[config.mk]
export PLATFORM = sky130hd
export DESIGN_NAME = regfile_writeback_flat
export DESIGN_NICKNAME = d
export VERILOG_FILES = /design/src/rtl/regfile_writeback_if.sv /design/src/rtl/regfile_writeback.sv /design/src/flat_wrapper.sv
export SDC_FILE = /design/constraint.sdc
export NUM_CORES = 1
export LEC_CHECK = 0
export ABC_AREA = 1
export BUFFER_PORTS_ARGS = -buffer_cell sky130_fd_sc_hd__clkbuf_2
export CAP_MARGIN = 20
export CELL_PAD_IN_SITES_DETAIL_PLACEMENT = 1
export CELL_PAD_IN_SITES_GLOBAL_PLACEMENT = 1
export CORE_UTILIZATION = 33
export CTS_CLUSTER_SIZE = 30
export DETAILED_ROUTE_END_ITERATION = 6
export GPL_ROUTABILITY_DRIVEN = 0
export PLACE_DENSITY = 0.87
export SLEW_MARGIN = 10
export SYNTH_ARGS = -nofsm -noshare
export SYNTH_HDL_FRONTEND = slang
export SYNTH_SLANG_ARGS = --single-unit
export TNS_END_PERCENT = 20
[constraint.sdc]
create_clock -name clk -period 1.7 [get_ports clk]
set_clock_uncertainty 0.2 [all_clocks]
set_input_delay 0.17 -clock clk [delete_from_list [all_inputs] [get_ports clk]]
set_output_delay 0.17 -clock clk [all_outputs]
set_load 0.01 [all_outputs]
[src/rtl/regfile_writeback_if.sv]
// ---------------------------------------------------------------------------
// regfile_writeback_if
// Bundles every signal of the register-file write-back block apart from its
// clock and reset.
//
// Ports / members:
//   issue    : iss_valid, iss_rd -> iss_ready   (destination reservation)
//   query    : chk_r0, chk_r1    -> busy0, busy1 (source hazard check)
//   alu      : alu_valid, alu_rd, alu_data -> alu_ready
//   mem      : mem_valid, mem_rd, mem_data -> mem_ready
//   file     : rd, data          (register file write port, rd == 0 is no write)
//   status   : err               (sticky protocol error)
//   bypass   : fwd0, fwd1, fwd_data (present only with REGWB_BYPASS_EN)
//
// Handshake: a channel transfers when valid && ready are both high at a
// rising clock edge; the producer holds valid, rd and data until then.
//
// Modports: slave = the write-back block, master = the issue stage and the
// result producers that drive it.
//
// Optional feature macro: REGWB_BYPASS_EN
// ---------------------------------------------------------------------------
interface regfile_writeback_if #(
    parameter int WIDTH = 16
);
    logic             iss_valid;
    logic [4:0]       iss_rd;
    logic             iss_ready;
    logic [4:0]       chk_r0;
    logic [4:0]       chk_r1;
    logic             busy0;
    logic             busy1;
    logic             alu_valid;
    logic [4:0]       alu_rd;
    logic [WIDTH-1:0] alu_data;
    logic             alu_ready;
    logic             mem_valid;
    logic [4:0]       mem_rd;
    logic [WIDTH-1:0] mem_data;
    logic             mem_ready;
    logic [4:0]       rd;
    logic [WIDTH-1:0] data;
    logic             err;
`ifdef REGWB_BYPASS_EN
    logic             fwd0;
    logic             fwd1;
    logic [WIDTH-1:0] fwd_data;

    modport slave (
        input  iss_valid, iss_rd, chk_r0, chk_r1,
        input  alu_valid, alu_rd, alu_data, mem_valid, mem_rd, mem_data,
        output iss_ready, busy0, busy1, alu_ready, mem_ready,
        output rd, data, err, fwd0, fwd1, fwd_data
    );

    modport master (
        output iss_valid, iss_rd, chk_r0, chk_r1,
        output alu_valid, alu_rd, alu_data, mem_valid, mem_rd, mem_data,
        input  iss_ready, busy0, busy1, alu_ready, mem_ready,
        input  rd, data, err, fwd0, fwd1, fwd_data
    );
`else
    modport slave (
        input  iss_valid, iss_rd, chk_r0, chk_r1,
        input  alu_valid, alu_rd, alu_data, mem_valid, mem_rd, mem_data,
        output iss_ready, busy0, busy1, alu_ready, mem_ready,
        output rd, data, err
    );

    modport master (
        output iss_valid, iss_rd, chk_r0, chk_r1,
        output alu_valid, alu_rd, alu_data, mem_valid, mem_rd, mem_data,
        input  iss_ready, busy0, busy1, alu_ready, mem_ready,
        input  rd, data, err
    );
`endif
endinterface

[src/rtl/regfile_writeback.sv]
// ---------------------------------------------------------------------------
// regfile_writeback
// Write-side companion to the 32-entry register file. Arbitrates ALU and
// load-unit results onto the file's single write port and keeps a busy-bit
// scoreboard of in-flight destinations so issue can stall on RAW/WAW hazards.
//
// Ports:
//   clk  : rising-edge clock
//   rst  : synchronous, active-high reset
//   bus  : regfile_writeback_if.slave (issue, query, alu, mem, file, err)
//
// Behaviour summary:
//   - Load unit has fixed priority: mem_ready = 1, alu_ready = !mem_valid.
//   - An accepted result appears on rd/data for exactly one cycle; with no
//     accepted result rd = 0 and data holds.
//   - busy[rd] drops at the edge that ends the rd cycle, since the file
//     captures data at that same edge; a same-edge reservation wins.
//
// Optional feature macro: REGWB_BYPASS_EN
//   When defined, a source matching the register currently being written
//   reports not-busy and raises fwd0/fwd1, with fwd_data carrying the value.
// ---------------------------------------------------------------------------
module regfile_writeback #(
    parameter int WIDTH = 16
) (
    input logic                  clk,
    input logic                  rst,
    regfile_writeback_if.slave   bus
);
    localparam logic [4:0] R_ZERO = 5'd0;

    logic [31:0]      r_busy;
    logic [4:0]       r_rd;
    logic [WIDTH-1:0] r_data;
    logic             r_err;

    logic             w_mem_acc;
    logic             w_alu_acc;
    logic             w_acc;
    logic [4:0]       w_acc_rd;
    logic [WIDTH-1:0] w_acc_data;
    logic             w_iss_ready;
    logic             w_iss_set;
    logic             w_res_err;
    logic             w_iss_err;
    logic [31:0]      w_busy_nxt;
    logic             w_fwd0;
    logic             w_fwd1;

    always_comb begin
        // Loads cannot be back-pressured, so the ALU only gets idle cycles.
        w_mem_acc  = bus.mem_valid;
        w_alu_acc  = bus.alu_valid && !bus.mem_valid;
        w_acc      = w_mem_acc || w_alu_acc;
        w_acc_rd   = w_mem_acc ? bus.mem_rd   : bus.alu_rd;
        w_acc_data = w_mem_acc ? bus.mem_data : bus.alu_data;

        w_iss_ready = (bus.iss_rd == R_ZERO) || !r_busy[bus.iss_rd];
        w_iss_set   = bus.iss_valid && w_iss_ready && (bus.iss_rd != R_ZERO);

        // A result for a register nobody reserved, or an issue that ignores
        // a stall, both indicate a broken producer.
        w_res_err = w_acc && (w_acc_rd != R_ZERO) && !r_busy[w_acc_rd];
        w_iss_err = bus.iss_valid && !w_iss_ready;

        // Clear first, then set, so a reservation landing on the edge that
        // retires the previous write of the same register survives.
        w_busy_nxt = r_busy;
        if (r_rd != R_ZERO) begin
            w_busy_nxt[r_rd] = 1'b0;
        end
        if (w_iss_set) begin
            w_busy_nxt[bus.iss_rd] = 1'b1;
        end
        w_busy_nxt[0] = 1'b0;

`ifdef REGWB_BYPASS_EN
        w_fwd0 = (bus.chk_r0 == r_rd) && (r_rd != R_ZERO);
        w_fwd1 = (bus.chk_r1 == r_rd) && (r_rd != R_ZERO);
`else
        w_fwd0 = 1'b0;
        w_fwd1 = 1'b0;
`endif
    end

    always_ff @(posedge clk) begin
        if (rst) begin
            r_busy <= '0;
            r_rd   <= R_ZERO;
            r_data <= '0;
            r_err  <= 1'b0;
        end else begin
            r_busy <= w_busy_nxt;
            r_err  <= r_err || w_res_err || w_iss_err;
            // Results to r0 are consumed but never reach the write port.
            if (w_acc && (w_acc_rd != R_ZERO)) begin
                r_rd   <= w_acc_rd;
                r_data <= w_acc_data;
            end else begin
                r_rd   <= R_ZERO;
            end
        end
    end

    assign bus.mem_ready = 1'b1;
    assign bus.alu_ready = !bus.mem_valid;
    assign bus.iss_ready = w_iss_ready;
    assign bus.busy0     = r_busy[bus.chk_r0] && !w_fwd0;
    assign bus.busy1     = r_busy[bus.chk_r1] && !w_fwd1;
    assign bus.rd        = r_rd;
    assign bus.data      = r_data;
    assign bus.err       = r_err;

`ifdef REGWB_BYPASS_EN
    assign bus.fwd0     = w_fwd0;
    assign bus.fwd1     = w_fwd1;
    assign bus.fwd_data = r_data;
`endif

endmodule

[src/flat_wrapper.sv]
// flat-port wrapper written by rule: the top's interface ports become plain ports
module regfile_writeback_flat 
#(
    parameter int WIDTH = 16
)
  (clk, rst, bus_iss_valid, bus_iss_rd, bus_chk_r0, bus_chk_r1, bus_alu_valid, bus_alu_rd, bus_alu_data, bus_mem_valid, bus_mem_rd, bus_mem_data, bus_iss_ready, bus_busy0, bus_busy1, bus_alu_ready, bus_mem_ready, bus_rd, bus_data, bus_err);
  regfile_writeback_if #(.WIDTH(WIDTH)) bus_i ();
  input logic clk;
  input logic rst;
  input wire logic [$bits(bus_i.iss_valid)-1:0] bus_iss_valid;
  input wire logic [$bits(bus_i.iss_rd)-1:0] bus_iss_rd;
  input wire logic [$bits(bus_i.chk_r0)-1:0] bus_chk_r0;
  input wire logic [$bits(bus_i.chk_r1)-1:0] bus_chk_r1;
  input wire logic [$bits(bus_i.alu_valid)-1:0] bus_alu_valid;
  input wire logic [$bits(bus_i.alu_rd)-1:0] bus_alu_rd;
  input wire logic [$bits(bus_i.alu_data)-1:0] bus_alu_data;
  input wire logic [$bits(bus_i.mem_valid)-1:0] bus_mem_valid;
  input wire logic [$bits(bus_i.mem_rd)-1:0] bus_mem_rd;
  input wire logic [$bits(bus_i.mem_data)-1:0] bus_mem_data;
  output wire logic [$bits(bus_i.iss_ready)-1:0] bus_iss_ready;
  output wire logic [$bits(bus_i.busy0)-1:0] bus_busy0;
  output wire logic [$bits(bus_i.busy1)-1:0] bus_busy1;
  output wire logic [$bits(bus_i.alu_ready)-1:0] bus_alu_ready;
  output wire logic [$bits(bus_i.mem_ready)-1:0] bus_mem_ready;
  output wire logic [$bits(bus_i.rd)-1:0] bus_rd;
  output wire logic [$bits(bus_i.data)-1:0] bus_data;
  output wire logic [$bits(bus_i.err)-1:0] bus_err;
  assign bus_i.iss_valid = bus_iss_valid;
  assign bus_i.iss_rd = bus_iss_rd;
  assign bus_i.chk_r0 = bus_chk_r0;
  assign bus_i.chk_r1 = bus_chk_r1;
  assign bus_i.alu_valid = bus_alu_valid;
  assign bus_i.alu_rd = bus_alu_rd;
  assign bus_i.alu_data = bus_alu_data;
  assign bus_i.mem_valid = bus_mem_valid;
  assign bus_i.mem_rd = bus_mem_rd;
  assign bus_i.mem_data = bus_mem_data;
  assign bus_iss_ready = bus_i.iss_ready;
  assign bus_busy0 = bus_i.busy0;
  assign bus_busy1 = bus_i.busy1;
  assign bus_alu_ready = bus_i.alu_ready;
  assign bus_mem_ready = bus_i.mem_ready;
  assign bus_rd = bus_i.rd;
  assign bus_data = bus_i.data;
  assign bus_err = bus_i.err;
  regfile_writeback #(.WIDTH(WIDTH)) u_core (.clk(clk), .rst(rst), .bus(bus_i));
endmodule
# After elaboration in Yosys (flattened, before gate mapping)
# Index checks and enable logic that the tools add are counted.
# totals
reg_bits,54
latchBits,0
ramBits,0
mem_bits_ro,0
inputBits,62
out_inout_bits,27
word_cells,53
mem_count,0
# op_classes
n_addsub,0
mul,0
div_mod_pow,0
magnitude_cmp,7
n_eq_ne,0
shift,0
mux,16
bitwise,4
n_reduce_logical,21
# ops
cell,count
2-to-1 mux 32 bit,2
bitwise AND 32 bit,1
NOT 32 bit,1
OR 32 bit,1
< comparator 5 x 6 -> 1 bit (second input constant),5
binary-select mux 1 bit (select 5 bit),4
2-to-1 mux 16 bit,1
nonzero test 5 bit,3
demux 1 bit (select 5 bit),2
>= comparator 5 x 1 -> 1 bit (second input constant),2
logical AND 1 bit,8
2-to-1 mux 1 bit,6
logical NOT 5 bit,1
2-to-1 mux 5 bit,1
logical NOT 1 bit,4
logical OR 1 bit,4
OR reduction 2 bit,1
NOT 1 bit,1

# Logic depth before layout (Yosys ltp)
# Gate-level depths: netlist (run 1).
# logic_depth
depth_word,9
mapped_depth,14
ltp_nobuf,14

# Worst setup path before layout (run 1)
# OpenSTA, ideal clock, no wires.
# synth_timing
path_type,input to output
from,input port bus_chk_r0[0]
to,output port bus_busy0
arrival_ns,1.292
required_ns,1.330
setup_slack_ns,0.038
path_stages,9
path_buffers,2
cell_sequence,buf_2 > inv_1 > clkbuf_1 > o21ai_0 > o211ai_1 > nand3_1 > nand2_1 > nor2_1 > a21oi_1
# synth_via
elab_chain_len,2
# synth_lines
item,line,text
from (decl),flat_wrapper.sv:12,input wire logic [$bits(bus_i.chk_r0)-1:0] bus_chk_r0;
binary-select mux 1 bit (select 5 bit),regfile_writeback.sv:108,assign bus.busy0 = r_busy[bus.chk_r0] && !w_fwd0;
2-to-1 mux 1 bit (not written as such),regfile_writeback.sv:108,
to (decl),flat_wrapper.sv:21,output wire logic [$bits(bus_i.busy0)-1:0] bus_busy0;
# Every way passes these cells. The select of a mux whose other input is x is not followed.

# Final worst setup path (run 1)
# layout_timing
from,register u_core.r_busy[29]
to,output port bus_busy0
# layout_via
elab_chain_len,2
# layout_lines
item,line,text
from (decl),regfile_writeback.sv:32,logic [31:0] r_busy;
from (signal assigned),regfile_writeback.sv:93,r_busy <= w_busy_nxt;
binary-select mux 1 bit (select 5 bit),regfile_writeback.sv:108,
2-to-1 mux 1 bit (not written as such),regfile_writeback.sv:108,
# Every way passes these cells. The select of a mux whose other input is x is not followed.

==> results.tsv, run 1 <==
metric	value	unit
status	finished with violations	
violations	design-rule violations, negative hold slack, negative setup slack	
placementRows	39	
io_pins	89	
critPathTopFamily	compound AO/OA/AOI/OAI gates	
antenna_found_initial	0	
hold_class	in2reg	
initial_core_util	0.3389	
maxSlewHeadroom	0.6623	
synthArstFlopShare	0	
final_cell_mix	nand2_1, clkbuf_2, nor2_1, buf_4, nand3_1	
ff2ff_path_depth	11	
grt_max_degree	32	
nNetsFinal	872	
synth_area_leader_cell	dfxtp_1	
crit_path_start_kind	flop	
multiInputGateArea	2532	sq um
io_buffer_count	87	
clkPwrFrac	0.330	
synth_edf_count	0	
leakage	2.523	nW
root_buffer	clkbuf_16	
cts.clk_slew.worst_paths	0.08	ns
yosys_register_bits	53	
syn_area	3870	sq um
fin_cells	954	
crit_path_top_delay_cell	dfxtp_1	
slowest_delay	0.38	ns
synth_top_flop_cell	dfxtp_1	
routed_wl	19140	microns
worstSetupPathType	reg2out	
irDropWorstVdd	0.3805	mV
worst_slew_pin_slew	0.5060	ns
cp-end-kind	output port	
fin_area	5399	sq um
cap_violations	0	
cp.required	1.33	ns
synthTopCellsByArea	dfxtp_1, nand2_1, o21ai_0	
groute.usage.overall	0.2965	
gr-usage-met2	0.4973	
hpwl	13350	microns
arrival	1.60	ns
p_int	2.177	mW
synth_warnings	0	
first_global_vias	5355	
seq_power_share	0.404	
synth_top_area_frac	0.2742	
r2r_start	u_core.r_busy[22]	
r2r_setup_slack	-0.16	ns
seqCellArea	1084	sq um
syn_inst	665	
hold_viol	1	
fin_hold_ws	-0.003480	ns
fmax	508.3	MHz
viasPerCell	5.745	
die_y	110.3	microns
htree_levels	2	
syn-mean-instance-area	5.819	sq um
rsz0062_at_grt	true	
ant_nets	0	
whs_path_depth	5	
mostFrequentLayoutCell	nand2_1	
p_sw_frac	0.3452	
wl_per_cell	20.07	microns
firstDrtPassIters	7	
cts_tree	built	
setup_tns	-3.407	ns
grt.overflow.total	0	
synth_nets	727	
area_delta_synth_final	39.51	%
cp_max_fo	4	
cp_cell_sequence	buf_4 -> o21ai_0 -> o211ai_1 -> nand3_1 -> a21oi_2 -> buf_2	
combPwrFrac	0.267	
synth_cell_types	28	
dpl-instance-area	4951	sq um
gr-usage-met3	0.04997	
coreArea	11420	sq um
clkSinkCount	53	
vias	5481	
min_period	1.967	ns
cts_buffers	5	
setup_slack	-0.2674	ns
first_iter_violations	583	
r2r-end	u_core.r_busy[16]	
dp.cells	936	
clock_latency	0.31	ns
drive_gt1_frac	0.3206	
switchingPower	1.148	mW
slew_violations	0	
fill_cells	1532	
setup_violations	34	
crit_buf_inv	2	
hp-start	bus_alu_data[3]	
yosysSeqAreaShare	0.2742	
die_area	12160	sq um
grt-busiest-layer	met2	
n_antenna_cell	0	
drc	3	
fin_crit_sh	1.157	
dieWidth	110.3	microns
grt_pass1_wl	27390	microns
use_met1	0.3604	
cts_max_path_buffers	2	
p_per_area	615.8	nW/um^2
min_to	u_core.bus.data[3]	
-- synth_stat cells (2+ instances only) --
| master | count |
|---|---|
| clkbuf_1 | 15 |
| nor3_1 | 8 |
| nand3_1 | 61 |
| o21ai_0 | 74 |
| buf_6 | 3 |
| nor2_1 | 77 |
| buf_2 | 14 |
| nand2_1 | 169 |
| inv_1 | 60 |
| dfxtp_1 | 53 |
| o21ai_2 | 2 |
| nor2_2 | 12 |
| o21ai_1 | 10 |
| nand4_1 | 31 |
| a21oi_1 | 48 |
| o21ai_4 | 2 |
| o211ai_1 | 14 |
| inv_2 | 2 |
-- cells by family after synthesis --
logic type,count (synthesis),synth area share
simple gates,361,0.4038
compound gates,152,0.2140
buf+inv,98,0.1070
other cells,1,0.0009690
flops,53,0.2742
-- worst max-delay path by stage --
stage / start / endpoint / slack (ns) / cells after the start
after global placement: bus_iss_rd[0] / u_core.r_busy[21] / -0.22 / 12
after detailed placement: bus_iss_rd[0] / u_core.r_busy[7] / -0.32 / 12
after floorplan: bus_chk_r0[0] / bus_busy0 / 0.04 / 9
after CTS: u_core.r_busy[14] / bus_busy0 / -0.21 / 10
final: u_core.r_busy[29] / bus_busy0 / -0.27 / 6
after global routing: u_core.r_busy[6] / bus_busy0 / -0.36 / 10
-- tightest hold or removal path, stage by stage --
cell and delay [ns]:
clkbuf_2 0.07, nand2_1 0.04, nand2_1 0.05, o21ai_1 0.06
nor2_1 0.08
-- cell type report --
class,instances,area share
Multi-Input combinational cell,514,0.4691
Clock inverter,3,0.004635
Clock buffer,5,0.02317
Inverter,64,0.04565
Sequential cell,53,0.2007
Tap cell,143,0.03314
Timing Repair Buffer,171,0.2227
Timing Repair inverter,1,0.0009270
-- sequential cells by signal, summed over array words and instances (netlist names) --
register	cells
u_core.bus.rd	5
u_core.bus.data	16
u_core.r_busy	31
u_core.bus.err	1
-- power groups by stage --
stage / logic (mW) / registers [mW] / clock network [mW]
after floorplan: 0.416 / 1.38 / 0
after global placement: 0.775 / 1.36 / 0
after detailed placement: 0.808 / 1.37 / 0
after CTS: 0.837 / 1.34 / 1.08
after global routing: 0.961 / 1.35 / 1.14
final: 0.887 / 1.34 / 1.10
-- what timing repair did --
action,CTS,global route
gates cloned,0,2
pin swaps,12,16
hold endpoints to repair,2,0
hold buffers,2,0
gates resized for setup,42,52
endpoints found under the setup margin,35,35
buffers inserted,6,0
-- stage by stage --
step / power (mW) / worst slack (ns) / util
2_1_floorplan: 1.797 / 0.03780 / -
5_1_grt: 3.444 / -0.3598 / 0.4728
3_5_place_dp: 2.175 / -0.3242 / 0.4336
6_report: 3.325 / -0.2674 / 0.4728
4_1_cts: 3.252 / -0.2126 / 0.4585
3_3_place_gp: 2.137 / -0.2206 / 0.4336
-- routing by layer --
metal / share of wire / vias to the layer above / wire length, microns
met1: 0.40 / 2661 / 7630
met5: 0 / - / 0
met4: 0.043 / 0 / 826
li1: - / 2502 / -
met2: 0.49 / 247 / 9442
met3: 0.065 / 71 / 1244
(Power assumes the default switching activity.)
==> run 2: changes to the inputs <==
--- a/config.mk
+++ b/config.mk
@@ -5,18 +5,17 @@
 export SDC_FILE = /design/constraint.sdc
 export NUM_CORES = 1
 export LEC_CHECK = 0
-export ABC_AREA = 1
+export ABC_AREA = 0
 export BUFFER_PORTS_ARGS = -buffer_cell sky130_fd_sc_hd__clkbuf_2
 export CAP_MARGIN = 20
 export CELL_PAD_IN_SITES_DETAIL_PLACEMENT = 1
 export CELL_PAD_IN_SITES_GLOBAL_PLACEMENT = 1
-export CORE_UTILIZATION = 33
+export CORE_UTILIZATION = 36
 export CTS_CLUSTER_SIZE = 30
 export DETAILED_ROUTE_END_ITERATION = 6
 export GPL_ROUTABILITY_DRIVEN = 0
-export PLACE_DENSITY = 0.87
+export PLACE_DENSITY = 0.86
 export SLEW_MARGIN = 10
 export SYNTH_ARGS = -nofsm -noshare
 export SYNTH_HDL_FRONTEND = slang
 export SYNTH_SLANG_ARGS = --single-unit
-export TNS_END_PERCENT = 20
==> run 2 against run 1 <==
The flow finishes with violations (negative setup slack). Register-to-register slack worse by 1.1 ns. Utilization up 11 points. Die area down 12%. Final area up 6.3%. Fmax down 33%. Flip-flop and latch count unchanged. Hold slack better by 0.030 ns. Combinational power up 15%. Critical endpoint is now u_core.bus.err. Largest power group unchanged. Highest routed layer is now met5.
==> results.tsv, run 2 <==
metric	value	unit	change
status	finished with violations		
violations	negative setup slack		
crit_path_start_kind	flop		
crit_top_cell	o21ai_0		
grt_pass1_wl	29110	microns	+6.3%
slew_violations	0		unchanged
setup_slack	-1.249	ns	-0.9812 ns
grt_max_degree	33		+3.1%
cts_tree	built		
hpwl	11990	microns	-10%
io_pins	89		unchanged
synth_adder_area_share	0		unchanged
synth_edf_count	0		unchanged
clock_latency	0.34	ns	+0.03 ns
leakage	2.447	nW	-3.0%
yosysMostFrequentCell	dfxtp_1		
fill_cells	1121		-27%
die_y	103.4	microns	-6.2%
r2r_setup_slack	-1.25	ns	-1.09 ns
syn-mean-instance-area	8.653	sq um	+49%
setup_tns	-26.55	ns	-23.14 ns
cap_violations	0		unchanged
irDropWorstVdd	0.4326	mV	+14%
yosysSeqAreaShare	0.2865		+0.01232
hold_class	in2reg		
synth_xor_area_frac	0		unchanged
synthArstFlopShare	0		unchanged
synth_top_area_frac	0.2865		+0.01232
synthTopCellsByArea	dfxtp_1, mux4_2, o21ai_0		
synth_common_cells	dfxtp_1, o21ai_0, nor2_1		
dieWidth	103.4	microns	-6.2%
cts_max_path_buffers	2		unchanged
synth_top_family_by_area	compound AO/OA/AOI/OAI gates		
drc	0		-3
worst_slew_pin_slew	1.006	ns	+0.4996 ns
root_buffer	clkbuf_8		
syn_inst	428		-36%
fin_hold_ws	0.02636	ns	+0.02984 ns
viasPerCell	6.900		+20%
synth_cell_types	51		+82%
synth_warnings	0		unchanged
drive_gt1_frac	0.6149		+0.2943
placementRows	36		-7.7%
wl_per_cell	31.33	microns	+56%
die_area	10700	sq um	-12%
syn_area	3704	sq um	-4.3%
arrival	3.02	ns	+1.42 ns
seqCellArea	1121	sq um	+3.5%
min_period	2.949	ns	+0.9812 ns
maxSlewHeadroom	0.3281		-0.3342
p_per_area	579.5	nW/um^2	-5.9%
synth_nets	490		-33%
nNetsFinal	666		-24%
worstSetupPathType	reg2reg		
synth_simple_gate_area_share	0.1764		-0.2275
synth_compound_area_frac	0.2443		+0.03023
clkSinkCount	53		unchanged
synth_top_flop_cell	dfxtp_1		
critPathTopFamily	compound AO/OA/AOI/OAI gates		
cp_cell_sequence	buf_6 -> buf_4 -> o211ai_1 -> o21ai_0 -> o21ai_0 -> a221oi_1 -> or4_4 -> a21oi_2		
first_global_vias	4925		-8.0%
largest_register	u_core.r_busy		
vias	5106		-6.8%
cp_max_fo	3		-1
ant_nets	0		unchanged
p_total	3.325	mW	about the same
slowest_delay	0.52	ns	+0.14 ns
cp-end-kind	flop		
multiInputGateArea	2815	sq um	+11%
cp.required	1.77	ns	+0.44 ns
crit_buf_inv	2		unchanged
synthMuxAreaShare	0.2361		+0.2361
htree_levels	2		unchanged
area_delta_synth_final	54.93	%	
firstDrtPassIters	7		unchanged
holdBufCountCts	0		-2
fmax	339.1	MHz	-33%
antenna_found_initial	4		+4
cts.clk_slew.worst_paths	0.11	ns	+0.03 ns
crit_path_top_delay_cell	o21ai_0		
fin_crit_sh	1.734		+0.5772
first_iter_violations	583		unchanged
largest_register_ff_count	31		unchanged
groute.usage.overall	0.3760		+0.07953
synth_area_leader_cell	dfxtp_1		
final_util	0.5817		+0.1089
yosys_register_bits	53		unchanged
mostFrequentLayoutCell	buf_4		
setup_violations	56		+65%
hold_viol	0		-1
routed_wl	23190	microns	+21%
final_cell_mix	buf_4, clkbuf_2, o21ai_0, a21oi_2, nor2_1		
cts_buffers	5		unchanged
rsz0062_at_grt	true		
initial_core_util	0.3754		+0.03652
coreArea	9864	sq um	-14%
grt.overflow.total	0		unchanged
io_buffer_count	87		unchanged
run 2: cell types whose count changed after synthesis, moves of 22 or more:
| cell | before | now |
|---|---|---|
| inv_1 | 60 | 6 |
| o21ai_0 | 74 | 52 |
| nand3_1 | 61 | 12 |
| nand4_1 | 31 | 1 |
| nand2_1 | 169 | 42 |
| nor2_1 | 77 | 47 |
run 2: per-stage QoR:
stage	instance area, sq um	instances	setup WS, ns
final	5738	740	-1.249
after floorplan	3782	428	-0.2434
after CTS	5415	731	-0.7426
after detailed placement	4895	713	-0.7140
after global placement	4895	713	-0.5714
after global routing	5736	739	-1.240
run 2: cell families after synthesis:
| logic type | Yosys count |
|---|---|
| compound gates | 147 |
| buf+inv | 36 |
| flops | 53 |
| mux | 53 |
| other cells | 1 |
| simple gates | 138 |
run 2: worst register-to-register path: stages (launching register included):
cell	delay [ns]
dfxtp_4	0.37
buf_6	0.12
buf_4	0.15
o211ai_1	0.49
o21ai_0	0.52
o21ai_0	0.25
a221oi_1	0.13
or4_4	0.50
a21oi_2	0.16
run 2: layer usage:
layer  track usage  wire length, microns
met5             0                    10
met2        0.6021                 10300
met1        0.4213                  7755
met3        0.1183                  2909
met4        0.2784                  2207
run 2: worst paths after layout:
check                      start  cells after the start             endpoint
max            u_core.r_busy[31]                      8       u_core.bus.err
min             bus_alu_data[12]                      5  u_core.bus.data[12]
max reg2reg    u_core.r_busy[31]                      8       u_core.bus.err
min reg2reg  u_core.bus.data[11]                      2  u_core.bus.data[11]
run 2: power breakdown:
| group | total (mW) | switching, mW | internal, mW |
|---|---|---|---|
| clock | 0.974 | 0.492 | 0.482 |
| sequential | 1.33 | 0.0542 | 1.27 |
| combinational | 1.02 | 0.581 | 0.441 |
| total | 3.33 | 1.13 | 2.20 |
run 2: timing repair:
action                                 in CTS  in global routing
pin swaps                                  39                 47
endpoints found under the hold margin       0                  0
gates cloned                                2                  0
gates resized for setup                    91                 90
buffers inserted                           11                 10
setup endpoints to repair                  56                 56
run 2: area by class of cell:
class                      count  share of cell area
sequential                    53              0.1954
antenna                        2           0.0008722
tap                          133             0.02900
multi-input combinational    339              0.4906
timing repair buffer         199              0.2599
clock buffer                   7             0.01505
clock inverter                 1            0.005233
inverter                       6            0.003925
==> run 3: changes to the inputs <==
--- a/config.mk
+++ b/config.mk
@@ -6,7 +6,7 @@
 export NUM_CORES = 1
 export LEC_CHECK = 0
 export ABC_AREA = 0
-export BUFFER_PORTS_ARGS = -buffer_cell sky130_fd_sc_hd__clkbuf_2
+export BUFFER_PORTS_ARGS = -buffer_cell sky130_fd_sc_hd__buf_2
 export CAP_MARGIN = 20
 export CELL_PAD_IN_SITES_DETAIL_PLACEMENT = 1
 export CELL_PAD_IN_SITES_GLOBAL_PLACEMENT = 1
@@ -15,6 +15,7 @@
 export DETAILED_ROUTE_END_ITERATION = 6
 export GPL_ROUTABILITY_DRIVEN = 0
 export PLACE_DENSITY = 0.86
+export RECOVER_POWER = 25
 export SLEW_MARGIN = 10
 export SYNTH_ARGS = -nofsm -noshare
 export SYNTH_HDL_FRONTEND = slang
==> run 3 against run 2 <==
The flow still finishes with violations (negative setup slack). Register-to-register slack improved by 0.45 ns. Combinational power fell by 18%. Largest power group unchanged. Flip-flop and latch count did not move. Highest routed layer is now met4. Worst setup slack improved by 0.45 ns. Cell count fell by 0.95%.
==> results.tsv, run 3 (synthesized netlist as in run 2, its figures left out) <==
metric	value	unit	change
status	finished with violations		
violations	negative setup slack		
grt_max_degree	44		+33%
groute.usage.overall	0.3341		-0.04197
cts_buffers	5		unchanged
wl_met2	9060	microns	-12%
cap_violations	0		unchanged
final_util	0.5290		-0.05264
hold_viol	0		unchanged
vias	4747		-7.0%
antenna_found_initial	2		-2
worst_slew_pin_slew	0.8329	ns	-0.1727 ns
dp.cells	715		+0.28%
die_y	103.4	microns	unchanged
hpwl	12510	microns	+4.3%
setup_tns	-20.65	ns	+5.900 ns
largest_register	u_core.r_busy		
htree_levels	2		unchanged
fin_crit_sh	1.469		-0.2656
dieWidth	103.4	microns	unchanged
first_iter_violations	489		-16%
cp-end-kind	flop		
top_layer_used	met4		
largest_register_ff_count	31		unchanged
worstSetupPathType	reg2reg		
setup_slack	-0.7971	ns	+0.4515 ns
wl_per_cell	25.33	microns	-19%
root_buffer	clkbuf_8		
placementRows	36		unchanged
cts_max_path_buffers	2		unchanged
p_int	1.950	mW	-11%
p_per_area	562.6	nW/um^2	-2.9%
grt.overflow.total	0		unchanged
seqCellArea	1105	sq um	-1.5%
viasPerCell	6.476		-6.1%
maxSlewHeadroom	0.4435		+0.1154
final_cell_mix	buf_4, buf_2, o21ai_0, nor2_1, nand2_1		
arrival	2.51	ns	-0.51 ns
clkPwrFrac	0.262		-0.031
firstDrtPassIters	6		-1
switchingPower	985.6	uW	-13%
fin_cells	733		-0.95%
clkSinkCount	53		unchanged
ant_nets	0		unchanged
coreArea	9864	sq um	unchanged
p_sw_frac	0.3357		-0.003321
clock_latency	0.33	ns	about the same
slew_violations	0		unchanged
wl_met3	1823	microns	-37%
min_period	2.497	ns	-0.4515 ns
rsz0062_at_grt	true		
r2r_setup_slack	-0.80	ns	+0.45 ns
fmax	400.5	MHz	+18%
cp.required	1.71	ns	-0.06 ns
fill_cells	1202		+7.2%
crit_path_start_kind	flop		
io_buffer_count	87		unchanged
io_pins	89		unchanged
area_delta_synth_final	40.91	%	
combPwrFrac	0.284		-0.023
drive_gt1_frac	0.4849		-0.1299
first_global_vias	4819		-2.2%
nNetsFinal	659		-1.1%
seq_power_share	0.454		+0.054
fin_hold_ws	0.02115	ns	-0.005211 ns
cts.clk_slew.worst_paths	0.10	ns	about the same
grt_pass1_wl	26140	microns	-10%
mostFrequentLayoutCell	buf_4		
die_area	10700	sq um	unchanged
cts_tree	built		
leakage	2.155	nW	-12%
p_total	2.936	mW	-12%
multiInputGateArea	2529	sq um	-10%
drc	0		unchanged
wl_met1	6273	microns	-19%
cp_max_fo	8		+5
hold_class	in2reg		
initial_core_util	0.3754		unchanged
setup_violations	51		-8.9%
irDropWorstVdd	0.4036	mV	-6.7%
routed_wl	18570	microns	-20%
## run 3: cell count changes in the layout (fill, tap and decap cells not counted), moves of 9 or more
cell,change
clkbuf_1,+10
nor2_1,+12
nand2_1,+23
a21oi_1,+16
buf_6,-11
nand2_4,-11
clkbuf_2,-82
a21oi_2,-14
nor2_2,-9
nand2_2,-12
buf_4,+9
buf_2,+73
## run 3: worst paths after layout
path / from / end / depth (start not counted)
max reg2reg: u_core.r_busy[19] / u_core.r_busy[27] / 7
max: u_core.r_busy[19] / u_core.r_busy[27] / 7
min reg2reg: u_core.bus.data[8] / u_core.bus.data[8] / 2
min: bus_mem_data[13] / u_core.bus.data[13] / 5
## run 3: power by group through the flow
stage	registers (mW)	logic, mW	clock network, mW
2_1_floorplan	1.37	0.386	0
3_3_place_gp	1.35	0.721	0
3_5_place_dp	1.36	0.765	0
4_1_cts	1.33	0.789	0.754
5_1_grt	1.33	0.881	0.829
6_report	1.33	0.833	0.769
## run 3: stage by stage
| step | setup slack, ns | area (sq um) |
|---|---|---|
| after detailed placement | -0.7034 | 4910 |
| after global routing | -0.9150 | 5216 |
| after global placement | -0.6254 | 4910 |
| after floorplan | -0.2434 | 3782 |
| after CTS | -0.7440 | 5135 |
| final | -0.7971 | 5219 |
## run 3: layout make-up
type | instances | share of cell area
timing repair buffer | 192 | 0.2501
sequential | 53 | 0.2117
antenna | 2 | 0.0009590
clock inverter | 2 | 0.002637
clock buffer | 6 | 0.01391
inverter | 6 | 0.004316
tap | 133 | 0.03189
multi-input combinational | 339 | 0.4845
## run 3: per-layer routing
| metal | track usage | vias to the layer above |
|---|---|---|
| met5 | 0 | - |
| met2 | 0.5762 | 374 |
| met1 | 0.3770 | 2278 |
| met3 | 0.07124 | 158 |
| li1 | - | 1937 |
| met4 | 0.2069 | 0 |
## run 3: critical path, stage by stage (launching register included)
cell and delay [ns]:
dfxtp_2 0.37, mux4_2 0.48, a22oi_1 0.23, and3_4 0.25, buf_4 0.12, and3_4 0.27
nand2_1 0.15, a21oi_2 0.30
## run 3: what timing repair did
action                                  4_1_cts  5_1_grt
hold buffers                                  1        0
pin swaps                                     4        6
endpoints found under the setup margin       51       51
cloned                                        0        0
hold endpoints to repair                      2        0
gates resized for setup                      42       19
buffers inserted                              3        4
